<file path="config.mk">
export PLATFORM = sky130hd
export DESIGN_NAME = fetch_unit
export DESIGN_NICKNAME = d
export VERILOG_FILES = /design/src/rtl/fetch_unit.sv
export SDC_FILE = /design/constraint.sdc
export NUM_CORES = 1
export LEC_CHECK = 0
export CORE_UTILIZATION = 54
export DETAILED_ROUTE_END_ITERATION = 12
export GPL_TIMING_DRIVEN = 0
export HOLD_SLACK_MARGIN = 0.08
export PLACE_DENSITY = 0.89
export RECOVER_POWER = 25
export SLEW_MARGIN = 30
export SYNTH_ARGS = -nofsm -noshare
export SYNTH_HDL_FRONTEND = slang
export SYNTH_SLANG_ARGS = --single-unit
</file>
<file path="constraint.sdc">
create_clock -name iClk -period 4.6 [get_ports iClk]
set_input_delay 0.92 -clock iClk [delete_from_list [all_inputs] [get_ports iClk]]
set_output_delay 0.92 -clock iClk [all_outputs]
set_load 0.02 [all_outputs]
</file>
<file path="src/rtl/fetch_unit.sv">
// fetch_unit: instruction-fetch stage.
// Owns the PC, issues in-order req/gnt fetches, buffers returned words in a
// small response FIFO and presents {valid, pc, instr} to the IF/ID register.
// A flush redirects the PC and squashes every word still in flight.
// Optional feature macro: FETCH_ALIGN_CHECK_EN (misaligned redirect -> HALT).
module fetch_unit #(
  parameter logic [31:0] RESET_PC  = 32'h0000_0000,
  parameter int          BUF_DEPTH = 2
) (
  input  logic        iClk,
  input  logic        nRst,
  input  logic        iStall,
  input  logic        iFlush,
  input  logic [31:0] iBrTarget,
  output logic        oImemReq,
  output logic [31:0] oImemAddr,
  input  logic        iImemGnt,
  input  logic        iImemRvalid,
  input  logic [31:0] iImemRdata,
  output logic        oValid,
  output logic [31:0] oPC,
  output logic [31:0] oInstr,
  output logic        oMisalign
);

  localparam int PW = $clog2(BUF_DEPTH);
  localparam int CW = PW + 1;

  typedef enum logic {RUN = 1'b0, HALT = 1'b1} state_e;

  state_e          state_q, state_d;
  logic [31:0]     pc_q, pc_d;
  logic [CW-1:0]   inflight_q, inflight_d;
  logic [CW-1:0]   kill_q, kill_d;
  logic [CW-1:0]   count_q, count_d;
  logic [PW-1:0]   wr_q, wr_d, rd_q, rd_d;
  logic [PW-1:0]   tag_wr_q, tag_wr_d, tag_rd_q, tag_rd_d;
  logic            misalign_q, misalign_d;
  logic [31:0]     hold_pc_q, hold_pc_d;
  logic [31:0]     hold_instr_q, hold_instr_d;

  // Data storage: tag queue holds the address of each in-flight request,
  // FIFO holds returned {pc, word} pairs. Neither needs a reset.
  logic [31:0]     tag_mem    [BUF_DEPTH];
  logic [31:0]     fifo_pc    [BUF_DEPTH];
  logic [31:0]     fifo_instr [BUF_DEPTH];

  logic [CW:0]     credit_sum;
  logic            fifo_nonempty;
  logic            grant;
  logic            push;
  logic            pop;
  logic            kill_active;

  // Request credit, handshakes and FIFO-head presentation.
  always_comb begin
    credit_sum    = {1'b0, inflight_q} + {1'b0, count_q};
    fifo_nonempty = (count_q != '0);
    kill_active   = (kill_q != '0);
    oImemReq      = nRst & (state_q == RUN) & ~iFlush &
                    (credit_sum < (CW+1)'(BUF_DEPTH));
    oImemAddr     = pc_q;
    grant         = oImemReq & iImemGnt;
    // Killed (wrong-path) responses never reach the FIFO; a flush also
    // discards a live response arriving in the same cycle.
    push          = iImemRvalid & ~kill_active & ~iFlush;
    oValid        = fifo_nonempty & (state_q == RUN);
    pop           = oValid & ~iStall & ~iFlush;
    oPC           = fifo_nonempty ? fifo_pc[rd_q]    : hold_pc_q;
    oInstr        = fifo_nonempty ? fifo_instr[rd_q] : hold_instr_q;
    oMisalign     = misalign_q;
  end

  // Next-state for PC, credit counters, pointers, FSM and output hold regs.
  always_comb begin
    state_d      = state_q;
    pc_d         = pc_q;
    inflight_d   = inflight_q + CW'(grant) - CW'(iImemRvalid);
    kill_d       = kill_q;
    count_d      = count_q + CW'(push) - CW'(pop);
    wr_d         = push ? wr_q + PW'(1) : wr_q;
    rd_d         = pop  ? rd_q + PW'(1) : rd_q;
    tag_wr_d     = grant       ? tag_wr_q + PW'(1) : tag_wr_q;
    tag_rd_d     = iImemRvalid ? tag_rd_q + PW'(1) : tag_rd_q;
    misalign_d   = misalign_q;
    hold_pc_d    = hold_pc_q;
    hold_instr_d = hold_instr_q;

    // Remember the last presented entry so an empty FIFO keeps outputs steady.
    if (fifo_nonempty) begin
      hold_pc_d    = fifo_pc[rd_q];
      hold_instr_d = fifo_instr[rd_q];
    end

    if (iImemRvalid && kill_active) begin
      kill_d = kill_q - CW'(1);
    end

    if (grant) begin
      pc_d = pc_q + 32'd4;
    end

    if (iFlush) begin
      // Every request still outstanding after this cycle is wrong-path.
      // Grant is impossible here because req is masked by the flush.
      kill_d  = inflight_q - CW'(iImemRvalid);
      count_d = '0;
      wr_d    = '0;
      rd_d    = '0;
      pc_d    = {iBrTarget[31:2], 2'b00};
`ifdef FETCH_ALIGN_CHECK_EN
      if (iBrTarget[1:0] != 2'b00) begin
        state_d    = HALT;
        misalign_d = 1'b1;
      end else begin
        state_d    = RUN;
        misalign_d = 1'b0;
      end
`else
      state_d    = RUN;
      misalign_d = 1'b0;
`endif
    end
  end

`ifndef FETCH_ALIGN_CHECK_EN
  // Target low bits are simply dropped when the alignment trap is disabled.
  logic unused_tgt_lo;
  assign unused_tgt_lo = ^iBrTarget[1:0];
`endif

  // Control and output-hold registers.
  always_ff @(posedge iClk or negedge nRst) begin
    if (!nRst) begin
      state_q      <= RUN;
      pc_q         <= RESET_PC;
      inflight_q   <= '0;
      kill_q       <= '0;
      count_q      <= '0;
      wr_q         <= '0;
      rd_q         <= '0;
      tag_wr_q     <= '0;
      tag_rd_q     <= '0;
      misalign_q   <= 1'b0;
      hold_pc_q    <= '0;
      hold_instr_q <= '0;
    end else begin
      state_q      <= state_d;
      pc_q         <= pc_d;
      inflight_q   <= inflight_d;
      kill_q       <= kill_d;
      count_q      <= count_d;
      wr_q         <= wr_d;
      rd_q         <= rd_d;
      tag_wr_q     <= tag_wr_d;
      tag_rd_q     <= tag_rd_d;
      misalign_q   <= misalign_d;
      hold_pc_q    <= hold_pc_d;
      hold_instr_q <= hold_instr_d;
    end
  end

  // Tag queue and response FIFO storage writes.
  always_ff @(posedge iClk) begin
    if (grant) begin
      tag_mem[tag_wr_q] <= pc_q;
    end
    if (push) begin
      fifo_pc[wr_q]    <= tag_mem[tag_rd_q];
      fifo_instr[wr_q] <= iImemRdata;
    end
  end

endmodule
</file>
## Yosys cells after proc, flatten, opt, wreduce, memory -nomap -nowiden

Memory sizes are Yosys's and may differ from the RTL's.
Index checks and enable logic that the tools add are counted.

| storage, ports and cells | value |
|---|---|
| register bits after elaboration | 106 |
| RAM bits | 192 |
| bits of input ports | 70 |
| output and inout port bits | 99 |
| logic and storage cells | 58 |
| memories kept | 3 |

| operators by class | value |
|---|---|
| add/sub/neg operators | 12 |
| magnitude comparators | 1 |
| muxes and demuxes | 15 |
| bitwise gates (word level) | 10 |
| reduce and logical (&&, ||, !) cells | 7 |

Memory list:

| name | words | width | read ports | clocked after memory_dff | wr ports | RTL line | source |
|---|---|---|---|---|---|---|---|
| fifo_instr | 2 | 32 | 1 | 0 | 1 | 46 | `logic [31:0] fifo_instr [BUF_DEPTH];` |
| fifo_pc | 2 | 32 | 1 | 0 | 1 | 45 | `logic [31:0] fifo_pc [BUF_DEPTH];` |
| tag_mem | 2 | 32 | 1 | 0 | 1 | 44 | `logic [31:0] tag_mem [BUF_DEPTH];` |

Operator list:

| operator | count |
|---|---|
| two-way mux 32 bit | 4 |
| adder 32 x 3 -> 32 bit, second input constant | 1 |
| nonzero test 2 bit | 6 |
| two-way mux 1 bit | 8 |
| AND 1 bit | 7 |
| two-way mux 2 bit | 3 |
| subtractor 2 x 1 -> 2 bit | 3 |
| adder 1 bit, second input constant | 4 |
| adder 2 x 1 -> 2 bit | 2 |
| adder 2 x 2 -> 3 bit | 1 |
| less-than comparator 3 x 2 -> 1 bit, second input constant | 1 |
| NOT 1 bit | 3 |
| subtractor 2 x 1 -> 2 bit, second input constant | 1 |
| logical AND 1 bit | 1 |

## Longest topological paths before layout

Gate-level depths: netlist (run 1).

| logic depth | value |
|---|---|
| word-level depth | 7 |
| gate-level depth with buffers | 11 |
| gate-level depth less buffers | 10 |

## Least setup slack after synthesis (run 1)

No wires, ideal clock.

| timing | value |
|---|---|
| path type | input port to flip-flop |
| start | in iFlush |
| end | mem fifo_instr[0][0], enable pin |
| setup time | 0.482 ns |
| arrival time | 4.035 ns |
| data required time | 4.118 ns |
| setup slack | 0.082 ns |
| stages | 4 |
| path buffers | 1 |
| cells stage by stage | inv_1 -> clkbuf_1 -> nand3_1 -> nor2_1 |

| between the ends | value |
|---|---|
| cells in the longest elaborated chain, start to end | 4 |

RTL lines:

| item | RTL line | source |
|---|---|---|
| start: declaration | 13 | `input logic iFlush,` |
| NOT 1 bit | 66 | `push = iImemRvalid & ~kill_active & ~iFlush;` |
| AND 1 bit | 66 |  |
| two-way mux 1 bit | 168 | `if (push) begin` |
| two-way mux 1 bit (implied by the code) | 170 | `fifo_instr[wr_q] <= iImemRdata;` |
| end: declaration | 46 |  |

Every way passes these cells.

## Worst setup path after layout (run 1)

| timing | value |
|---|---|
| start | reg count_q[1] |
| end | out oPC[23] |

| between the ends | value |
|---|---|
| cells in the longest elaborated chain, start to end | 2 |

RTL lines:

| item | RTL line | source |
|---|---|---|
| start: declaration | 35 | `logic [CW-1:0] count_q, count_d;` |
| start signal: assignment | 152 | `count_q <= count_d;` |
| nonzero test 2 bit | 58 | `fifo_nonempty = (count_q != '0);` |
| two-way mux 32 bit | 69 | `oPC = fifo_nonempty ? fifo_pc[rd_q] : hold_pc_q;` |
| end: declaration | 21 | `output logic [31:0] oPC,` |

Every way passes these cells.

==> results of run 1 <==
## area by class of cell
type,count,area [µm²],area share [%]
Tap cell,270,338,2.35
Multi-Input combinational cell,431,2910,20.2
Clock buffer,41,821,5.70
Timing Repair Buffer,172,1860,12.9
Clock inverter,12,96.3,0.670
Buffer,40,170,1.18
Antenna cell,2,5.00,0.0348
Inverter,16,60.1,0.417
Sequential cell,288,8130,56.5
## kinds of logic (layout without fill, tap and decap cells)
kind of cell	Yosys count	in the layout
DFF	288	288
and+or+nand+nor	192	192
AOI/OAI and AO/OA	117	117
muxes	94	94
buffers and inverters	56	281
xor gates and xnor gates	17	17
adders and majority gates	8	8
other	1	5
## flip-flops by register name, indices dropped and copies added (netlist names)
name,count
count_q,2
fifo_instr,64
fifo_pc,60
hold_instr_q,32
hold_pc_q,32
inflight_q,2
kill_q,2
oImemAddr,30
rd_q,1
tag_mem,60
tag_rd_q,1
tag_wr_q,1
wr_q,1
## layer usage
| metal | vias up | routed length (µm) | part of all wire, % |
|---|---|---|---|
| li1 | 3280 | - | - |
| met3 | 82 | 1920 | 7.2 |
| met1 | 3650 | 10400 | 39 |
| met5 | - | 0 | 0 |
| met2 | 372 | 13300 | 50 |
| met4 | 0 | 1080 | 4.0 |
## cell usage in the layout (no fill, tap or decap), types with 7 or more instances in the layout
cell             instances
edfxtp_1               184
mux2_2                  31
nor4_1                  10
o21ai_0                 77
nand4_1                 10
nor2_1                  13
o311ai_0                 9
ha_1                     7
clkbuf_1                34
clkdlybuf4s50_1        157
mux2i_1                 63
xnor2_1                 12
clkbuf_16               29
buf_16                   7
dfrtp_1                104
inv_1                   16
nand3_1                 16
nand2_1                102
buf_1                    8
## metrics by stage
step | util, % | total power [mW] | setup slack (ns)
after floorplan | - | 4.97 | 0.0822
after global placement | 65.1 | 6.16 | -4.05
after detailed placement | 66.3 | 6.32 | 0.492
after CTS | 70.9 | 8.57 | 0.00277
after global routing | 70.9 | 8.88 | 0.0184
final | 70.9 | 8.54 | 0.194
## synth_stat cells (all sizes together), types with 2 or more instances
library cell  instances
nand2               102
and4                  4
nor4                 11
a211o                 4
xor2                  5
a311oi                3
o211ai                5
a21o                  3
ha                    7
or4                   7
o311ai                9
nand4                10
a21oi                 4
edfxtp              184
buf                  12
and3                  3
nor4b                 2
or2                   3
and2                  4
dfrtp               104
o21ai                77
mux2                 31
mux2i                63
nor2b                 2
nor3                  5
a31oi                 3
inv                  16
nand3                17
o31ai                 3
clkbuf               28
a32oi                 2
xnor2                12
nor2                 16
## power by group
part / switching, mW / internal [mW] / leakage (nW)
Combinational: 1.61 / 1.18 / 1.81
Sequential: 0.220 / 3.28 / 2.95
Clock: 0.953 / 1.30 / 0.445
Total: 2.78 / 5.76 / 5.21
## worst max-delay path: cells and delay by family, from the launching register on
family / cells / cell delay (ns)
AO/OA/AOI/OAI: 1 / 0.17
flip-flops: 1 / 0.43
buffers and inverters: 4 / 1.87
AND/OR/NAND/NOR: 2 / 0.48
## timing repair
item	CTS	global route
buffers inserted	0	0
setup endpoints to repair	0	8
gates resized for setup	0	2
## worst max path at each step
| stage | cells after the start | from | to | slack, ns |
|---|---|---|---|---|
| 5_1_grt | 7 | count_q[1] | oPC[23] | 0.02 |
| 3_3_place_gp | 6 | nRst | tag_mem[0][16] | -4.05 |
| 4_1_cts | 7 | count_q[1] | oPC[28] | 0.003 |
| 3_5_place_dp | 5 | iFlush | oImemReq | 0.49 |
| 2_1_floorplan | 4 | iFlush | fifo_instr[0][0] | 0.08 |
| 6_report | 7 | count_q[1] | oPC[23] | 0.19 |
==> impl_metrics.py, run 1 <==
metrics = {
    "run_status": {
        "status": "finished clean",
    },
    "synthesis": {
        "ys_async_sr_fraction_pct": 36.1,
        "synth_top_area_share_pct": 49.2,
        "yosysSeqAreaShare_pct": 72.4,
        "synth_fa_ha_area_share_pct": 0.958,
        "synth-xor-area-share_pct": 1.33,
        "yosysWarnings": 0,
        "yosysUniqueCellTypes": 50,
        "syn_avg_cell_area_um2": 14.5,
        "syn_inst": 773,
        "yosys.area.top_type": "edfxtp_1",
        "synth-seq-cells": 288,
        "synthSimpleGateAreaFrac_pct": 8.34,
        "synth-compound-area-share_pct": 6.21,
        "synth_top_family_by_area": "multiplexers",
        "synth_edf_count": 184,
        "synthMuxAreaShare_pct": 8.72,
        "synth_area_leaders": "edfxtp_1 (49%), dfrtp_1 (23%), mux2i_1 (5.6%), o21ai_0 (3.4%), nand2_1 (3.4%)",
        "synthesis.area_mm2": 0.0112,
        "synth_ff_type": "edfxtp_1",
    },
    "route": {
        "vias": 7384,
        "firstDrtPassIters": 5,
        "wl_per_cell_um": 21.0,
        "wl_um": 26700,
        "drtAntennaViolNets": 0,
        "routed_via_density": 5.81,
        "dr.first_iter.drc_count": 480,
        "drc_errors": 0,
    },
    "timing": {
        "setup_tns_ns": 0,
        "whs_ns": 0.311,
        "fmax_mhz": 227,
        "fin_crit_sh_pct": 95.8,
        "finalHoldViolations": 0,
        "slew_violations": 0,
        "slew_headroom_pct": 41.1,
        "layout_min_cycle_time_ns": 4.41,
        "skew_ns": 0.0127,
        "tightestPinTransition_ns": 0.876,
        "setup_viol": 0,
        "rsz0062_at_grt": "no",
    },
    "placement": {
        "dp_hpwl_um": 17800,
        "gp_congestion": 0.904,
        "port_buffers": 163,
        "placedCellCount": 1217,
        "placed_area_mm2": 0.0135,
    },
    "power": {
        "leakagePower_nw": 5.21,
        "p_per_area_mw_per_mm2": 593,
        "ir_drop_mv": 0.353,
    },
    "critical_path": {
        "reg2regPathDepth": 11,
        "slowest_delay_ns": 0.69,
        "r2r_setup_slack_ns": 1.43,
        "crit_path_max_fanout": 10,
        "path_common_cell": "clkbuf_1",
        "required_ns": 3.68,
        "r2r-end": "count_q[1]",
        "slowest_stage": "clkdlybuf4s50_1",
        "arrival_ns": 3.49,
        "crit_chain": "nor2_1 -> clkbuf_1 -> clkbuf_1 -> clkbuf_2 -> nand2_1 -> o21ai_0 -> clkdlybuf4s50_1",
        "start_kind": "register",
        "endpoint_kind": "output pin",
        "r2r_start": "count_q[1]",
        "crit_type": "reg -> out",
    },
    "global_routing": {
        "grtUsageMet2_pct": 43.0,
        "grt_pass1_wl_um": 41300,
        "grtUsageTotal_pct": 25.2,
        "globalRouteMet1Util_pct": 31.9,
        "antenna_found_initial": 1,
        "grt_overflow": 0,
        "grt.met3_usage_pct": 3.66,
        "grt_start_max_net_pins": 58,
        "top_usage_layer": "met2",
        "grt_pass1_vias": 7513,
    },
    "floorplanning": {
        "fp.dieH_um": 146,
        "row_count": 52,
        "core_region_area_mm2": 0.0203,
        "start_util_pct": 55.3,
        "die_w_um": 146,
        "die-area_mm2": 0.0214,
        "boundaryPins": 169,
    },
    "final_layout": {
        "syn_to_final_growth_pct": 28.1,
        "layout.nets": 1056,
        "fin_cells": 1272,
        "design_area_mm2": 0.0144,
        "fill_cells": 1297,
        "drive_above_1_share_pct": 10.2,
    },
    "clock_tree": {
        "cts_buffers": 29,
        "cts_hold_buf": 0,
        "clock_tree.root_cell": "clkbuf_16",
        "cts_max_level": 1,
        "clock_latency_ns": 0.53,
        "cts.sinks": 288,
        "cts_buffer_depth": 3,
        "cts.clk_slew.worst_paths_ns": 0.06,
        "cts_tree": "done",
    },
    "flow_run": {
        "drv_cap": 0,
    },
    "worst_hold_path": {
        "hold_class": "in -> async",
    },
}
Note: power is estimated with default switching activity, not from simulation.
==> run 2, diff against run 1 <==
Clock period 4.6 ns to 4.43 ns, I/O delays scaled along.
==> run 2 against run 1 <==
Compared with the run above:
- total power is 3.9% higher
- count of clock-buffer cells in the layout did not move
- combinational power increased by 4%
- setup slack gained 0.030 ns
- core utilization about the same
- cell area hardly changed
- clock skew is 0.00065 ns lower
- sequential cell count did not move
- first-iteration DRC count is 1.5% lower
- register-to-register slack worse by 0.07 ns
- critical path depth unchanged
==> impl_metrics.py, run 2 (synthesis results as in run 1) <==
metrics = {
    "run_status": {
        "status": "finished clean",
    },
    "floorplanning": {
        "die-area_mm2": 0.0214,
        "start_util_pct": 55.3,
        "boundaryPins": 169,
        "fp.dieH_um": 146,
        "core_region_area_mm2": 0.0203,
        "die_w_um": 146,
        "row_count": 52,
    },
    "power": {
        "power.share.switching_pct": 32.6,
        "p_per_area_mw_per_mm2": 616,
        "p_switching_mw": 2.89,
        "p_total_mw": 8.87,
        "pwr-share-comb_pct": 32.6,
        "p_int_mw": 5.98,
        "p_clk_share_pct": 26.4,
        "leakagePower_nw": 5.21,
        "p_seq_share_pct": 40.9,
        "ir_drop_mv": 0.367,
    },
    "global_routing": {
        "grtUsageTotal_pct": 25.2,
        "grt_pass1_vias": 7513,
        "antenna_found_initial": 1,
        "grt_overflow": 0,
        "grt_start_max_net_pins": 58,
        "grt_pass1_wl_um": 41300,
    },
    "placement": {
        "port_buffers": 163,
        "dp_hpwl_um": 17800,
        "gp_congestion": 0.904,
        "placed_area_mm2": 0.0135,
        "placedCellCount": 1217,
        "pre_cts_ws_ns": 0.366,
    },
    "critical_path": {
        "path_common_cell": "clkbuf_2",
        "crit_path_max_fanout": 10,
        "crit_chain": "nor2_1 -> clkbuf_2 -> clkbuf_1 -> clkbuf_2 -> nand2_1 -> o21ai_0 -> clkdlybuf4s50_1",
        "crit_type": "reg -> out",
        "endpoint_kind": "output pin",
        "required_ns": 3.54,
        "cp.buffers_inverters": 4,
        "start_kind": "register",
        "slowest_delay_ns": 0.69,
        "cp_top_family": "buffers and inverters",
        "arrival_ns": 3.32,
        "slowest_stage": "clkdlybuf4s50_1",
    },
    "final_layout": {
        "reg.largest.list": "fifo_instr x64, fifo_pc x60, tag_mem x60",
        "drive_above_1_share_pct": 10.3,
        "largest_reg_flops": 64,
        "layout_commonest_cell": "edfxtp_1",
        "fin_util_pct": 70.9,
        "syn_to_final_growth_pct": 28.1,
        "fin_cells": 1272,
        "design_area_mm2": 0.0144,
        "layout_common_cells": "edfxtp_1 (184), clkdlybuf4s50_1 (157), dfrtp_1 (104)",
        "largest-register": "fifo_instr",
        "layout.nets": 1056,
    },
    "timing": {
        "layout_min_cycle_time_ns": 4.21,
        "rsz0062_at_grt": "no",
        "setup_ws_ns": 0.225,
        "slew_headroom_pct": 40.9,
        "finalHoldViolations": 0,
        "fmax_mhz": 238,
        "tightestPinTransition_ns": 0.879,
        "skew_ns": 0.0120,
        "fin_crit_sh_pct": 94.9,
        "slew_violations": 0,
        "setup_viol": 0,
    },
    "clock_tree": {
        "cts_hold_buf": 0,
        "cts_buffer_depth": 3,
        "clock_latency_ns": 0.53,
        "cts_max_level": 1,
        "cts.clk_slew.worst_paths_ns": 0.06,
        "post_cts_buffers": 0,
        "cts_buffers": 29,
        "cts_tree": "done",
        "cts.sinks": 288,
        "clock_tree.root_cell": "clkbuf_16",
    },
    "route": {
        "routed_via_density": 5.81,
        "wl_per_cell_um": 21.0,
        "wl_um": 26700,
        "drc_errors": 0,
        "drtAntennaViolNets": 0,
        "firstDrtPassIters": 5,
        "dr.first_iter.drc_count": 473,
        "vias": 7394,
    },
    "flow_run": {
        "drv_cap": 0,
    },
    "worst_hold_path": {
        "hold_class": "in -> async",
    },
}
==> run 2: cell count changes in the layout (fill, tap and decap cells not counted) <==
| cell | before | now |
|---|---|---|
| clkbuf_1 | 34 | 33 |
| clkbuf_2 | 1 | 2 |
==> run 2: power groups by stage <==
stage          Sequential, mW  Clock (mW)  Combinational [mW]
3_3_place_gp             3.66           0                2.74
3_5_place_dp             3.68           0                2.88
5_1_grt                  3.67        2.47                3.09
6_report                 3.63        2.34                2.90
4_1_cts                  3.63        2.36                2.91
2_1_floorplan            3.64           0                1.52
==> run 2: stage by stage <==
stage / hold WS [ns] / setup TNS [ns]
detailed placement: 0.478 / 0
finish: 0.276 / 0
CTS: 0.282 / 0
floorplan: 0.461 / -6.68
global placement: 0.467 / -796.43
global route: 0.295 / 0
==> run 2: layer usage <==
metal  share of wire, %  track usage [%]  routed length (µm)
met1                 39             31.9               10300
met2                 50             43.0               13300
met3                7.4             3.66                1960
met4                3.9             11.6                1050
met5                  0                0                   0
==> run 2: cell type report <==
| class | instances | area [µm²] |
|---|---|---|
| flip-flops and latches | 288 | 8130 |
| fillers | 1298 | 5910 |
| multi-input cells | 431 | 2910 |
| repair buffers | 172 | 1860 |
| clock buffers | 41 | 821 |
| well taps | 270 | 338 |
| plain buffers | 40 | 171 |
| clock inverters | 12 | 96.3 |
| inverters | 16 | 60.1 |
| diodes | 2 | 5.00 |
==> run 2: final timing paths <==
path / start / endpoint / slack (ns) / cells after the start
worst min register to register: hold_pc_q[1] / hold_pc_q[1] / 0.49 / 1
worst max-delay path: count_q[1] / oPC[23] / 0.22 / 7
worst max register to register: inflight_q[0] / tag_mem[1][6] / 1.36 / 6
min in group iClk: hold_pc_q[1] / hold_pc_q[1] / 0.49 / 1
max in group asynchronous: nRst / hold_instr_q[31] / 3.49 / 2
worst min-delay path: nRst / hold_pc_q[15] / 0.28 / 1
==> run 2: repair_timing <==
action | 4_1_cts | 5_1_grt
endpoints found under the setup margin | 8 | 8
pin swaps | 0 | 0
resized for setup | 1 | 2
==> run 3, diff against run 2 <==
Settings changed: CAP_MARGIN set to 20.
==> results of run 3 <==
Same layout as run 2: the final DEF is identical, and so are final timing and power.
